**config.mk**
```make
export PLATFORM = sky130hd
export DESIGN_NAME = branch_target_buffer
export DESIGN_NICKNAME = d
export VERILOG_FILES = /design/src/rtl/btb_pkg.sv /design/src/rtl/btb_entry_array.sv /design/src/rtl/branch_target_buffer.sv
export SDC_FILE = /design/constraint.sdc
export NUM_CORES = 1
export LEC_CHECK = 0
export CORE_MARGIN = 4
export CORE_UTILIZATION = 36
export CTS_BUF_LIST = sky130_fd_sc_hd__clkbuf_4 sky130_fd_sc_hd__clkbuf_8 sky130_fd_sc_hd__clkbuf_16
export CTS_CLUSTER_SIZE = 28
export DETAILED_ROUTE_END_ITERATION = 7
export SLEW_MARGIN = 20
export SYNTH_ARGS = -nofsm -noshare
export SYNTH_HDL_FRONTEND = slang
export SYNTH_SLANG_ARGS = --single-unit
```
**constraint.sdc**
```tcl
create_clock -name clk -period 7 [get_ports clk]
set_clock_uncertainty 0.1 [all_clocks]
set_input_delay 1.4 -clock clk [delete_from_list [all_inputs] [get_ports clk]]
set_output_delay 1.4 -clock clk [all_outputs]
set_load 0.02 [all_outputs]
```
**src/rtl/btb_pkg.sv**
```systemverilog
// Shared definitions for the branch target buffer: prediction encodings,
// FSM states and PC field extraction helpers.
package btb_pkg;

   localparam logic [1:0] SNT = 2'b00;
   localparam logic [1:0] WNT = 2'b01;
   localparam logic [1:0] WT  = 2'b10;
   localparam logic [1:0] ST  = 2'b11;

   localparam logic [1:0] MISS_CTR = WNT;

   localparam int MAX_PC_W = 64;

   typedef enum logic {IDLE, SWEEP} btb_state_e;

   // Word index: bits [idx_w+1:2]; caller narrows the result to idx_w bits.
   function automatic logic [MAX_PC_W-1:0] btb_index(input logic [MAX_PC_W-1:0] pc,
                                                    input int idx_w);
      logic [MAX_PC_W-1:0] mask;
      mask = (MAX_PC_W'(1) << idx_w) - MAX_PC_W'(1);
      return (pc >> 2) & mask;
   endfunction

   // Tag: everything above the index field; caller narrows to the tag width.
   function automatic logic [MAX_PC_W-1:0] btb_tag(input logic [MAX_PC_W-1:0] pc,
                                                  input int idx_w);
      return pc >> (idx_w + 2);
   endfunction

endpackage

```
**src/rtl/btb_entry_array.sv**
```systemverilog
// BTB storage: tag/target/counter arrays (not reset) with one async read and
// one write port, plus a valid vector with async reset and a per-index clear.
module btb_entry_array
   import btb_pkg::*;
#(
   parameter int ENTRIES = 16,
   parameter int IDX_W   = 4,
   parameter int TAG_W   = 26,
   parameter int PC_W    = 32
) (
   input  logic             clk,
   input  logic             rst_n,
   input  logic [IDX_W-1:0] rd_idx,
   output logic             rd_valid,
   output logic [TAG_W-1:0] rd_tag,
   output logic [PC_W-1:0]  rd_target,
   output logic [1:0]       rd_ctr,
   input  logic             wr_en,
   input  logic [IDX_W-1:0] wr_idx,
   input  logic [TAG_W-1:0] wr_tag,
   input  logic [PC_W-1:0]  wr_target,
   input  logic [1:0]       wr_ctr,
   input  logic             clr_en,
   input  logic [IDX_W-1:0] clr_idx
);

   logic [TAG_W-1:0] tag_mem    [ENTRIES];
   logic [PC_W-1:0]  target_mem [ENTRIES];
   logic [1:0]       ctr_mem    [ENTRIES];
   logic [ENTRIES-1:0] valid_q;

   always_ff @(posedge clk) begin
      if (wr_en) begin
         tag_mem[wr_idx]    <= wr_tag;
         target_mem[wr_idx] <= wr_target;
         ctr_mem[wr_idx]    <= wr_ctr;
      end
   end

   // Write and clear never target the same cycle: writes are only accepted
   // outside a sweep, clears only happen during one.
   always_ff @(posedge clk or negedge rst_n) begin
      if (!rst_n) begin
         valid_q <= '0;
      end else begin
         if (wr_en)
            valid_q[wr_idx] <= 1'b1;
         if (clr_en)
            valid_q[clr_idx] <= 1'b0;
      end
   end

   assign rd_valid  = valid_q[rd_idx];
   assign rd_tag    = tag_mem[rd_idx];
   assign rd_target = target_mem[rd_idx];
   assign rd_ctr    = ctr_mem[rd_idx];

endmodule

```
**src/rtl/branch_target_buffer.sv**
```systemverilog
// Direct-mapped branch target buffer for the IF stage: zero-latency lookup,
// update from the branch unit with same-cycle bypass, and invalidate sweep.
module branch_target_buffer
   import btb_pkg::*;
#(
   parameter int ENTRIES = 16,
   parameter int PC_W    = 32
) (
   input  logic            clk,
   input  logic            rst_n,
   input  logic [PC_W-1:0] i_PC,
   output logic            o_PcMatchValid,
   output logic [1:0]      o_CtrlOut,
   output logic            o_PredTaken,
   output logic [PC_W-1:0] o_PredTarget,
   input  logic            i_WriteEnable,
   input  logic [PC_W-1:0] i_UpdPC,
   input  logic [PC_W-1:0] i_UpdTarget,
   input  logic [1:0]      i_UpdCtrl,
   input  logic            i_Invalidate,
   output logic            o_Busy
);

   localparam int IDX_W = $clog2(ENTRIES);
   localparam int TAG_W = PC_W - IDX_W - 2;

   btb_state_e       state;
   logic [IDX_W-1:0] cnt;

   logic [MAX_PC_W-1:0] lk_pc_ext, upd_pc_ext;
   logic [IDX_W-1:0]    lk_idx, upd_idx;
   logic [TAG_W-1:0]    lk_tag, upd_tag;

   logic             arr_valid;
   logic [TAG_W-1:0] arr_tag;
   logic [PC_W-1:0]  arr_target;
   logic [1:0]       arr_ctr;

   logic             upd_accept, bypass, hit;
   logic             sel_valid;
   logic [TAG_W-1:0] sel_tag;
   logic [PC_W-1:0]  sel_target;
   logic [1:0]       sel_ctr;

   assign lk_pc_ext  = MAX_PC_W'(i_PC);
   assign upd_pc_ext = MAX_PC_W'(i_UpdPC);
   assign lk_idx     = IDX_W'(btb_index(lk_pc_ext, IDX_W));
   assign lk_tag     = TAG_W'(btb_tag(lk_pc_ext, IDX_W));
   assign upd_idx    = IDX_W'(btb_index(upd_pc_ext, IDX_W));
   assign upd_tag    = TAG_W'(btb_tag(upd_pc_ext, IDX_W));

   assign o_Busy     = (state == SWEEP);
   assign upd_accept = i_WriteEnable & (state == IDLE) & ~i_Invalidate;

   btb_entry_array #(
      .ENTRIES (ENTRIES),
      .IDX_W   (IDX_W),
      .TAG_W   (TAG_W),
      .PC_W    (PC_W)
   ) u_array (
      .clk       (clk),
      .rst_n     (rst_n),
      .rd_idx    (lk_idx),
      .rd_valid  (arr_valid),
      .rd_tag    (arr_tag),
      .rd_target (arr_target),
      .rd_ctr    (arr_ctr),
      .wr_en     (upd_accept),
      .wr_idx    (upd_idx),
      .wr_tag    (upd_tag),
      .wr_target (i_UpdTarget),
      .wr_ctr    (i_UpdCtrl),
      .clr_en    (o_Busy),
      .clr_idx   (cnt)
   );

   // An update landing on the looked-up index this cycle is forwarded so the
   // fetch sees the freshest prediction without waiting for the write.
   assign bypass     = upd_accept & (upd_idx == lk_idx);
   assign sel_valid  = bypass ? 1'b1        : arr_valid;
   assign sel_tag    = bypass ? upd_tag     : arr_tag;
   assign sel_target = bypass ? i_UpdTarget : arr_target;
   assign sel_ctr    = bypass ? i_UpdCtrl   : arr_ctr;

   assign hit            = sel_valid & (sel_tag == lk_tag) & ~o_Busy;
   assign o_PcMatchValid = hit;
   assign o_CtrlOut      = hit ? sel_ctr : MISS_CTR;
   assign o_PredTaken    = hit & sel_ctr[1];
   assign o_PredTarget   = hit ? sel_target : '0;

   always_ff @(posedge clk or negedge rst_n) begin
      if (!rst_n) begin
         state <= IDLE;
         cnt   <= '0;
      end else begin
         case (state)
            IDLE: begin
               if (i_Invalidate) begin
                  state <= SWEEP;
                  cnt   <= '0;
               end
            end
            SWEEP: begin
               if (cnt == IDX_W'(ENTRIES - 1)) begin
                  state <= IDLE;
                  cnt   <= '0;
               end else begin
                  cnt <= cnt + IDX_W'(1);
               end
            end
            default: begin
               state <= IDLE;
               cnt   <= '0;
            end
         endcase
      end
   end

endmodule

```
==> reports/summary.txt, run 1 <==
Outcome - completed
Most frequent CP cell - clkdlybuf4s50_1
Starting Density - 0.363
Vias - 19,200
Synth Area in Compound Gates - 0.0303
Most frequent cell after synthesis - edfxtp_1
Final Max Tran Viols - 0
Die span in x - 336 um
Endpoint of the worst hold path - u_array.valid_q[15]
Worst vdd ir - 201 uV
CP Class - in2out
Combinational power share - 0.062
Max FO, Critical Path - 23
YS warnings - 0
Max_cap viols - 0
DRT Pass-1 Iters - 5
Clock tree from TritonCTS - yes
P_int - 9.55 mW
Die Footprint - 113,000 um^2
Share of layout cells above drive strength 1 - 0.292
Top_reg_cell synth - edfxtp_1
Synth area leader - edfxtp_1
Simple-gate area share of the yosys netlist - 0.0201
Min-Delay Startpoint - u_array.valid_q[15]
DR iter-0 viols - 1,989
Register area share after synthesis - 0.756
Arrival time worst endpoint - 5430 ps
Startpoint types - input port
Hold Fails Final Rpt - 0
Row Count - 120
Worst-Skew Late Latency - 640 ps
Clock network power share - 0.402
Clock Sinks - 981
Worst setup margin - 69.7 ps
Post-place setup slack - -39.2 ps
Ys async rst share - 0.0214
Post-Syn Area - 38,800 um^2
Gate Count Post-Synth - 1,745
Setup repair after global routing missed its margin - no
Die Y - 336 um
Crit path required time - 5500 ps
P_leak - 14.4 nW
Routed Wire Length - 97,900 um
Final setup viols - 0
HPWL after DPL - 53,300 um
Sw Share - 0.214
Net Sw Power - 2.61 mW
Slew margin rel. - 0.271
Yosys top cell area share - 0.743
Mux cell area share after synthesis - 0.168
Final period utilization - 0.990
Area contributors post-synth - edfxtp_1, mux4_2, dfrtp_1
Grt total ovfl - 0
Number of flops mapped to enable cells by yosys - 960
Slew of the pin with the lowest slew margin - 1090 ps
Placed cell area - 42,500 um^2
Crit. End Element - output port
CTS max path bufs - 3
Max Clk Rate - 144 MHz
Clock root cell - clkbuf_16
Flop2flop setup slack - 3690 ps
Final instance area - 45,600 um^2
Drt via density - 5.53
CORE AREA - 107,000 um^2
Port Buf Inserts - 134
CTS Buf Count - 95
Sequential Power Share - 0.536
Post-synth top cells - edfxtp_1, mux4_2, nand2_1, nor2_1, buf_2
Drt drc - 0
Pwr/cell area - 267 nW/um^2
Reg2reg start - o_Busy
CP Cell Sequence - clkdlybuf4s50_1, or3b_1, nor3_4, and2_0, o21ai_0, a2111oi_1, and4bb_2, nand3_2, buf_12, a2111oi_0, buf_4, clkdlybuf4s50_1
Yosys reg bits - 981
RePlAce Congestion - 0.820
NumNets Final - 2,101
Drt wl/cell - 28.2 um
H-tree depth - 3
Initial antenna violation count - 9
Syn_area_per_cell - 22.2 um^2
CP max-delay cell - clkdlybuf4s50_1
Worst Hold Class - reg2reg
First-pass GRT wire length - 141,000 um
CP max stage delay - 600 ps
Hold Path Stages - 1
Post-Synth Adder-Cell Area - 0.00129
R2R depth - 5
GRT Total Usage - 0.173
Top-Level Pins - 139
Netlist cell types - 61
Tmin final - 6930 ps
ANT nets after route - 0
Largest net degree at the start of global routing - 65
Largest family of logic cells by synthesized area - multiplexers
Area Growth Syn to Fin - 17.4%
CTS clock-pin slew for the worst setup and hold paths - 60 ps
Vias in the first global route - 20,200
RR Endpoint - u_array.target_mem[11][16]
Syn Nets - 1,851
CTS hold repair buffers - 0
Post-synthesis xor/xnor area fraction - 0.00700
[worst max-delay path by stage]
stage / from / to / cells past startpoint
finish: i_WriteEnable / o_PredTaken / 12
global route: i_WriteEnable / o_PredTaken / 12
CTS: i_WriteEnable / o_PredTarget[0] / 11
detailed placement: i_WriteEnable / o_PredTarget[31] / 12
global placement: i_PC[3] / o_PredTarget[5] / 12
floorplan: i_Invalidate / u_array.ctr_mem[0][0] / 3
[worst max-delay path, delay by kind of cell]
kind | cells | cell delay [ps]
buf+inv | 4 | 1570
simple gates | 5 | 1440
compound gates | 3 | 1000
[layout by cell type (no fill, tap or decap), drive strengths merged, types with 8 or more instances in the layout]
master and n:
dlymetal6s2s 10, o22ai 8, edfxtp 960, nand2 85, a22oi 18, clkinv 43
clkdlybuf4s50 115, nand3 8, mux4 280, inv 22, xnor2 18, xor2 13
clkbuf 113, o21ai 11, nor2 46, dfrtp 21, a2111oi 35, mux2i 20
a21oi 25, nor3 9, buf 126, a22o 13
[power by group through the flow]
| stage | Combinational, mW | Sequential [mW] | Clock (mW) |
|---|---|---|---|
| after CTS | 0.757 | 6.52 | 4.98 |
| after detailed placement | 0.754 | 6.64 | 0 |
| final | 0.754 | 6.52 | 4.88 |
| after global routing | 0.813 | 6.52 | 5.24 |
| after floorplan | 0.448 | 6.63 | 0 |
| after global placement | 0.731 | 6.64 | 0 |
[cells by family after synthesis]
group           count (synthesis)
flops                         981
xor+xnor                       31
simple gates                  177
mux                           301
compound gates                134
buf+inv                       117
fa+ha+maj                       4
[sequential cells by signal, indices dropped and copies added, names as in the netlist]
| name | flops |
|---|---|
| u_array.target_mem | 512 |
| u_array.valid_q | 16 |
| u_array.tag_mem | 416 |
| o_Busy | 1 |
| u_array.ctr_mem | 32 |
| cnt | 4 |
[layer usage]
metal	up-vias	GRT usage	wire [um]
met1	10300	0.249	41800
met4	4	0.0370	1900
li1	7919	-	-
met3	138	0.0382	7780
met5	-	0	25
met2	822	0.272	46400
[metrics by stage]
step / TNS (ps) / hold slack [ps] / instances / power (mW) / utilization
after global placement: -215 / 382 / 3295 / 7.37 / 0.397
after CTS: 0 / 399 / 3466 / 12.3 / 0.425
final: 0 / 399 / 3476 / 12.2 / 0.426
after global routing: 0 / 433 / 3471 / 12.6 / 0.426
after detailed placement: -39.2 / 385 / 3296 / 7.40 / 0.397
after floorplan: 0 / 355 / 1745 / 7.08 / -
[layout make-up]
cell class / count / area, um^2
Antenna cell: 5 / 12.5
Clock buffer: 113 / 2550
Clock inverter: 57 / 403
Fill cell: 9095 / 61500
Inverter: 18 / 67.6
Multi-Input combinational cell: 647 / 8970
Sequential cell: 981 / 29400
Tap cell: 1403 / 1760
Timing Repair Buffer: 252 / 2470
[repair_timing]
item,4_1_cts,5_1_grt
pin swaps,0,2
gates resized for setup,1,15
gates cloned,0,0
setup buffers,0,4
hold endpoints to repair,0,0
setup endpoints to repair,1,19
(Power assumes the default switching activity.)
==> run 2: changes to the inputs <==
CELL_PAD_IN_SITES_DETAIL_PLACEMENT = 0   (was default)
CELL_PAD_IN_SITES_GLOBAL_PLACEMENT = 1   (was default)
GPL_TIMING_DRIVEN = 1   (was default)
PLACE_DENSITY_LB_ADDON = 0.1   (was default)
==> run 2 against run 1 <==
Global-route usage grew 1.2 points. Combinational power grew 3.6%. Clock power grew 8.2%. Non-clock buffer count grew 9. Via count shrank 0.93%. Worst hold slack gained 22 ps.
==> reports/summary.txt, run 2 (synthesis results as in run 1) <==
Outcome - completed
Clock Sinks - 981 (unchanged)
RR Endpoint - u_array.target_mem[2][22]
Die Footprint - 113,000 um^2 (unchanged)
Top reg by flops - u_array.target_mem
Clock root cell - clkbuf_16
Min-Delay Startpoint - u_array.valid_q[13]
Post-place setup slack - -101 ps (-61.7 ps)
Final setup viols - 0 (unchanged)
Area of the multi-input gates - 8980 um^2 (+0.13%)
Worst vdd ir - 174 uV (-14%)
Row Count - 120 (unchanged)
DRT Pass-1 Iters - 5 (unchanged)
Hold Path Stages - 2 (+1)
Biggest regs - u_array.target_mem: 512 flops, u_array.tag_mem: 416 flops, u_array.ctr_mem: 32 flops
Max Clk Rate - 145 MHz (+0.34%)
Die span in x - 336 um (unchanged)
Reg2reg start - o_Busy
Endpoint of the worst hold path - u_array.valid_q[13]
Drt wl/cell - 29.7 um (+5.4%)
Initial antenna violation count - 3 (-6)
Grt met2 use - 0.304 (+0.0328)
Crit path required time - 5500 ps (about the same)
CTS Buf Count - 104 (+9.5%)
NumNets Final - 2,119 (+0.86%)
First-pass GRT wire length - 149,000 um (+5.6%)
CTS max path bufs - 3 (unchanged)
Most frequent cells in the layout - edfxtp_1, mux4_2, clkdlybuf4s50_1
Drt via density - 5.45 (-1.6%)
Hold Fails Final Rpt - 0 (unchanged)
Largest register FFs - 512 (unchanged)
Startpoint types - input port
Most Crowded Layer GR - met2
P_leak - 14.6 nW (+1.5%)
Final Max Tran Viols - 0 (unchanged)
Largest net degree at the start of global routing - 81 (+25%)
Port Buf Inserts - 134 (unchanged)
Grt total ovfl - 0 (unchanged)
Arrival time worst endpoint - 5410 ps (-20 ps)
M1 GR Usage - 0.263 (+0.0136)
Worst Hold Class - reg2reg
CTS hold repair buffers - 0 (unchanged)
Flop2flop setup slack - 3970 ps (+280 ps)
Layout fillers - 9,284 (+2.1%)
Total power - 12.6 mW (+3.5%)
ANT nets after route - 0 (unchanged)
Pwr/cell area - 273 nW/um^2 (+2.3%)
Worst setup margin - 93.2 ps (+23.5 ps)
Top-Level Pins - 139 (unchanged)
Share of layout cells above drive strength 1 - 0.301 (+0.00865)
Commonest non-fill, non-tap cell in the layout - edfxtp_1
M3 GR Usage - 0.0252 (-0.0129)
Tmin final - 6910 ps (-23.5 ps)
GRT Total Usage - 0.185 (+0.0120)
Clock tree from TritonCTS - yes
Max_cap viols - 0 (unchanged)
Slew of the pin with the lowest slew margin - 973 ps (-117 ps)
Worst-Skew Late Latency - 650 ps (about the same)
Max FO, Critical Path - 10 (-57%)
R2R depth - 4 (-1)
Final period utilization - 0.987 (-0.00336)
RePlAce Congestion - 0.760 (-7.3%)
DR iter-0 viols - 1,667 (-16%)
FF/Latch Area - 29,400 um^2 (unchanged)
HPWL after DPL - 55,400 um (+3.8%)
Vias in the first global route - 20,500 (+1.5%)
Slew margin rel. - 0.349 (+0.0780)
Die Y - 336 um (unchanged)
Setup repair after global routing missed its margin - no
CTS clock-pin slew for the worst setup and hold paths - 50 ps (about the same)
CORE AREA - 107,000 um^2 (unchanged)
Area Growth Syn to Fin - 18.7%
Crit. End Element - output port
Vias - 19,100 (-0.93%)
Routed Wire Length - 104,000 um (+6.1%)
H-tree depth - 3 (unchanged)
Drt drc - 0 (unchanged)
Starting Density - 0.363 (unchanged)
CP Class - in2out
## run 2: worst max-delay path by stage
stage | start | endpoint | slack [ps] | depth (start not counted)
CTS | i_WriteEnable | o_PredTarget[14] | 9 | 11
global placement | i_WriteEnable | o_PredTarget[31] | -70 | 11
global route | i_WriteEnable | o_PredTarget[31] | 8 | 14
floorplan | i_Invalidate | u_array.ctr_mem[0][0] | 10 | 3
finish | i_UpdPC[5] | o_CtrlOut[0] | 90 | 14
detailed placement | i_WriteEnable | o_PredTarget[30] | -100 | 11
## run 2: final cells by class
class                           instances  area share
Antenna cell                            1   0.0000543
Clock buffer                          143      0.0648
Clock inverter                         45     0.00682
Inverter                               18     0.00147
Multi-Input combinational cell        647       0.195
Sequential cell                       981       0.637
Tap cell                             1403      0.0381
Timing Repair Buffer                  261      0.0569
## run 2: critical path, stage by stage
cell and delay, ps:
clkdlybuf4s50_1 480, xor2_1 190, nor2_1 370, and3b_2 340, buf_4 210, a21oi_1 100
mux2i_1 140, nor4_1 460, buf_4 210, nand3_4 80, buf_12 160, buf_12 160
or4_1 520, clkdlybuf4s50_1 560
## run 2: what timing repair did
action / in CTS / in global routing
pin swaps: 0 / 1
resized for setup: 2 / 10
setup endpoints to repair: 13 / 32
buffers inserted: 0 / 1
## run 2: per-layer routing
layer	wire length (um)	vias up	share of wire
met5	13	-	0.00013
met4	2010	2	0.019
met3	4590	124	0.044
met2	50900	513	0.49
met1	46300	10400	0.45
li1	-	7973	-
## run 2: power by group
part / internal [mW] / total (mW) / switching [mW]
sequential: 6.49 / 6.52 / 0.0314
clock: 3.11 / 5.28 / 2.17
combinational: 0.334 / 0.781 / 0.447
## run 2: per-stage QoR
stage | hold WS, ps | TNS (ps) | util | cell area [um^2] | instances
floorplan | 355 | 0 | - | 38800 | 1745
global placement | 383 | -173 | 0.399 | 42700 | 3307
CTS | 423 | 0 | 0.430 | 46000 | 3497
global route | 428 | 0 | 0.430 | 46100 | 3498
finish | 421 | 0 | 0.430 | 46100 | 3499
detailed placement | 410 | -502 | 0.399 | 42700 | 3309
==> run 3: changes to the inputs <==
CORE_MARGIN = 2   (was 4)
==> run 3 against run 2 <==
Sequential power barely moved. Utilization about the same. Worst hold slack got worse by 29 ps. Non-clock buffer count is 7 lower. Clock power grew 4%. Via count is 0.70% lower. Register-to-register slack worse by 170 ps. Combinational power up 0.8%. First-iteration DRC count grew 6.4%. Largest power group unchanged.
==> reports/summary.txt, run 3 (synthesis results as in run 1) <==
Row Count - 120 (unchanged)
Worst Hold Class - reg2reg
ANT nets after route - 0 (unchanged)
Pwr/cell area - 277 nW/um^2 (+1.5%)
RePlAce Congestion - 0.757 (-0.42%)
Die span in x - 332 um (-1.2%)
Area of the multi-input gates - 8980 um^2 (about the same)
Max Clk Rate - 144 MHz (-0.21%)
CTS Buf Count - 106 (+1.9%)
Biggest regs - u_array.target_mem: 512 flops, u_array.tag_mem: 416 flops, u_array.ctr_mem: 32 flops
First-pass GRT wire length - 147,000 um (-0.81%)
DRT Pass-1 Iters - 5 (unchanged)
Final setup viols - 0 (unchanged)
CP Class - in2out
CTS resizes - 0 (-2)
Final period utilization - 0.989 (+0.00209)
Die Y - 332 um (-1.2%)
Dpl cells - 3,303 (-0.18%)
Area Growth Syn to Fin - 18.8%
Routed Wire Length - 103,000 um (-1.1%)
CTS hold repair buffers - 0 (unchanged)
Placed cell area - 42,700 um^2 (-0.13%)
FF/Latch Area - 29,400 um^2 (unchanged)
Hold Path Stages - 1 (-1)
Hold Slack - 392 ps (-29.0 ps)
Worst path buffer plus inverter count - 5 (-1)
Commonest non-fill, non-tap cell in the layout - edfxtp_1
Combinational power share - 0.062 (about the same)
NumNets Final - 2,114 (-0.24%)
Startpoint types - input port
Top-Level Pins - 139 (unchanged)
Sw Share - 0.213 (+0.00266)
Grt total ovfl - 0 (unchanged)
Slew of the pin with the lowest slew margin - 1100 ps (+126 ps)
CTS clock-pin slew for the worst setup and hold paths - 60 ps (about the same)
CP max stage delay - 580 ps (+20 ps)
Vias - 18,900 (-0.70%)
CP top delay family - buffers and inverters
P_int - 10.1 mW (+1.3%)
Share of layout cells above drive strength 1 - 0.301 (+0.000431)
CP Cell Sequence - clkdlybuf4s50_1, xor2_1, nor2_1, and3b_2, a21oi_1, mux2i_1, nor4_1, buf_4, nand3_4, buf_12, a2111oi_0, buf_4, clkdlybuf4s50_1
Clock root cell - clkbuf_16
Max FO, Critical Path - 22 (+12)
Worst-Skew Late Latency - 670 ps (+20 ps)
Slew margin rel. - 0.267 (-0.0819)
Clock network power share - 0.429 (+0.009)
Clock Sinks - 981 (unchanged)
Top reg by flops - u_array.target_mem
DR iter-0 viols - 1,773 (+6.4%)
GRT Total Usage - 0.187 (+0.00175)
Worst path depth - 13 (-1)
Net Sw Power - 2.73 mW (+2.9%)
Largest register FFs - 512 (unchanged)
Most frequent cells in the layout - edfxtp_1, mux4_2, clkdlybuf4s50_1
Total power - 12.8 mW (+1.7%)
Outcome - completed
Drt via density - 5.41 (-0.59%)
Hold Fails Final Rpt - 0 (unchanged)
Post-route insts no fill - 3,495 (-0.11%)
Setup Fix Bufs, Post-CTS - 0 (unchanged)
Final instance area - 46,100 um^2 (+0.11%)
Drt wl/cell - 29.4 um (-1.0%)
Crit. End Element - output port
HPWL after DPL - 54,300 um (-1.9%)
Max_cap viols - 0 (unchanged)
Sequential Power Share - 0.510 (-0.008)
Drt drc - 0 (unchanged)
Tmin final - 6920 ps (+14.6 ps)
Setup TNS - 0 ps (unchanged)
Crit path required time - 5500 ps (about the same)
Port Buf Inserts - 134 (unchanged)
Final Max Tran Viols - 0 (unchanged)
Starting Density - 0.363 (unchanged)
Layout fillers - 9,271 (-0.14%)
Largest net degree at the start of global routing - 86 (+6.2%)
H-tree depth - 3 (unchanged)
CORE AREA - 107,000 um^2 (unchanged)
Worst vdd ir - 179 uV (+2.9%)
Clock tree from TritonCTS - yes
Antenna cell count - 0 (-1)
CP max-delay cell - clkdlybuf4s50_1
Die Footprint - 110,000 um^2 (-2.4%)
P_leak - 14.6 nW (-0.16%)
CTS max path bufs - 3 (unchanged)
Vias in the first global route - 20,400 (-0.47%)
Initial antenna violation count - 5 (+2)
R2R depth - 5 (+1)
Arrival time worst endpoint - 5420 ps (about the same)
run 3: cell count changes in the layout (fill, tap and decap cells not counted), moves of 2 or more:
cell | previous run | this run
bufinv_16 | 4 | 8
clkbuf_4 | 32 | 28
dlymetal6s2s_1 | 8 | 5
clkinv_1 | 23 | 20
clkinv_2 | 15 | 22
a2111oi_1 | 3 | 1
inv_16 | 0 | 2
a2111oi_0 | 2 | 4
buf_4 | 107 | 101
clkdlybuf4s50_1 | 119 | 123
clkbuf_8 | 3 | 1
run 3: path summary, 6_finish.rpt:
| kind | start | to | slack [ps] |
|---|---|---|---|
| max in group asynchronous | rst_n | u_array.valid_q[5] | 5030 |
| min reg2reg | u_array.valid_q[15] | u_array.valid_q[15] | 390 |
| min | u_array.valid_q[15] | u_array.valid_q[15] | 390 |
| max | i_UpdPC[5] | o_PredTarget[0] | 80 |
| max reg2reg | o_Busy | u_array.target_mem[2][30] | 3800 |
| min in group asynchronous | rst_n | u_array.valid_q[9] | 1170 |
run 3: power by group through the flow:
stage / logic (mW) / clock network, mW / registers (mW)
after floorplan: 0.448 / 0 / 6.63
after global placement: 0.789 / 0 / 6.64
after detailed placement: 0.798 / 0 / 6.64
after CTS: 0.801 / 5.63 / 6.52
after global routing: 0.852 / 5.85 / 6.52
final: 0.787 / 5.48 / 6.52
run 3: area by class of cell:
class                   instances  area share
well taps                    1403      0.0381
flip-flops and latches        981       0.636
inverters                      18     0.00146
clock inverters                55      0.0108
repair buffers                254      0.0551
clock buffers                 137      0.0634
multi-input cells             647       0.195
run 3: metal layers:
metal	part of all wire	GRT usage	vias to the layer above
li1	-	-	7956
met1	0.44	0.262	10300
met2	0.49	0.306	524
met3	0.053	0.0306	99
met4	0.016	0.0428	2
met5	0.00013	0	-
run 3: metrics by stage:
step,setup WS (ps),util
5_1_grt,-54.4,0.431
3_3_place_gp,25.0,0.399
6_report,78.6,0.431
3_5_place_dp,59.7,0.399
2_1_floorplan,14.5,-
4_1_cts,46.4,0.431
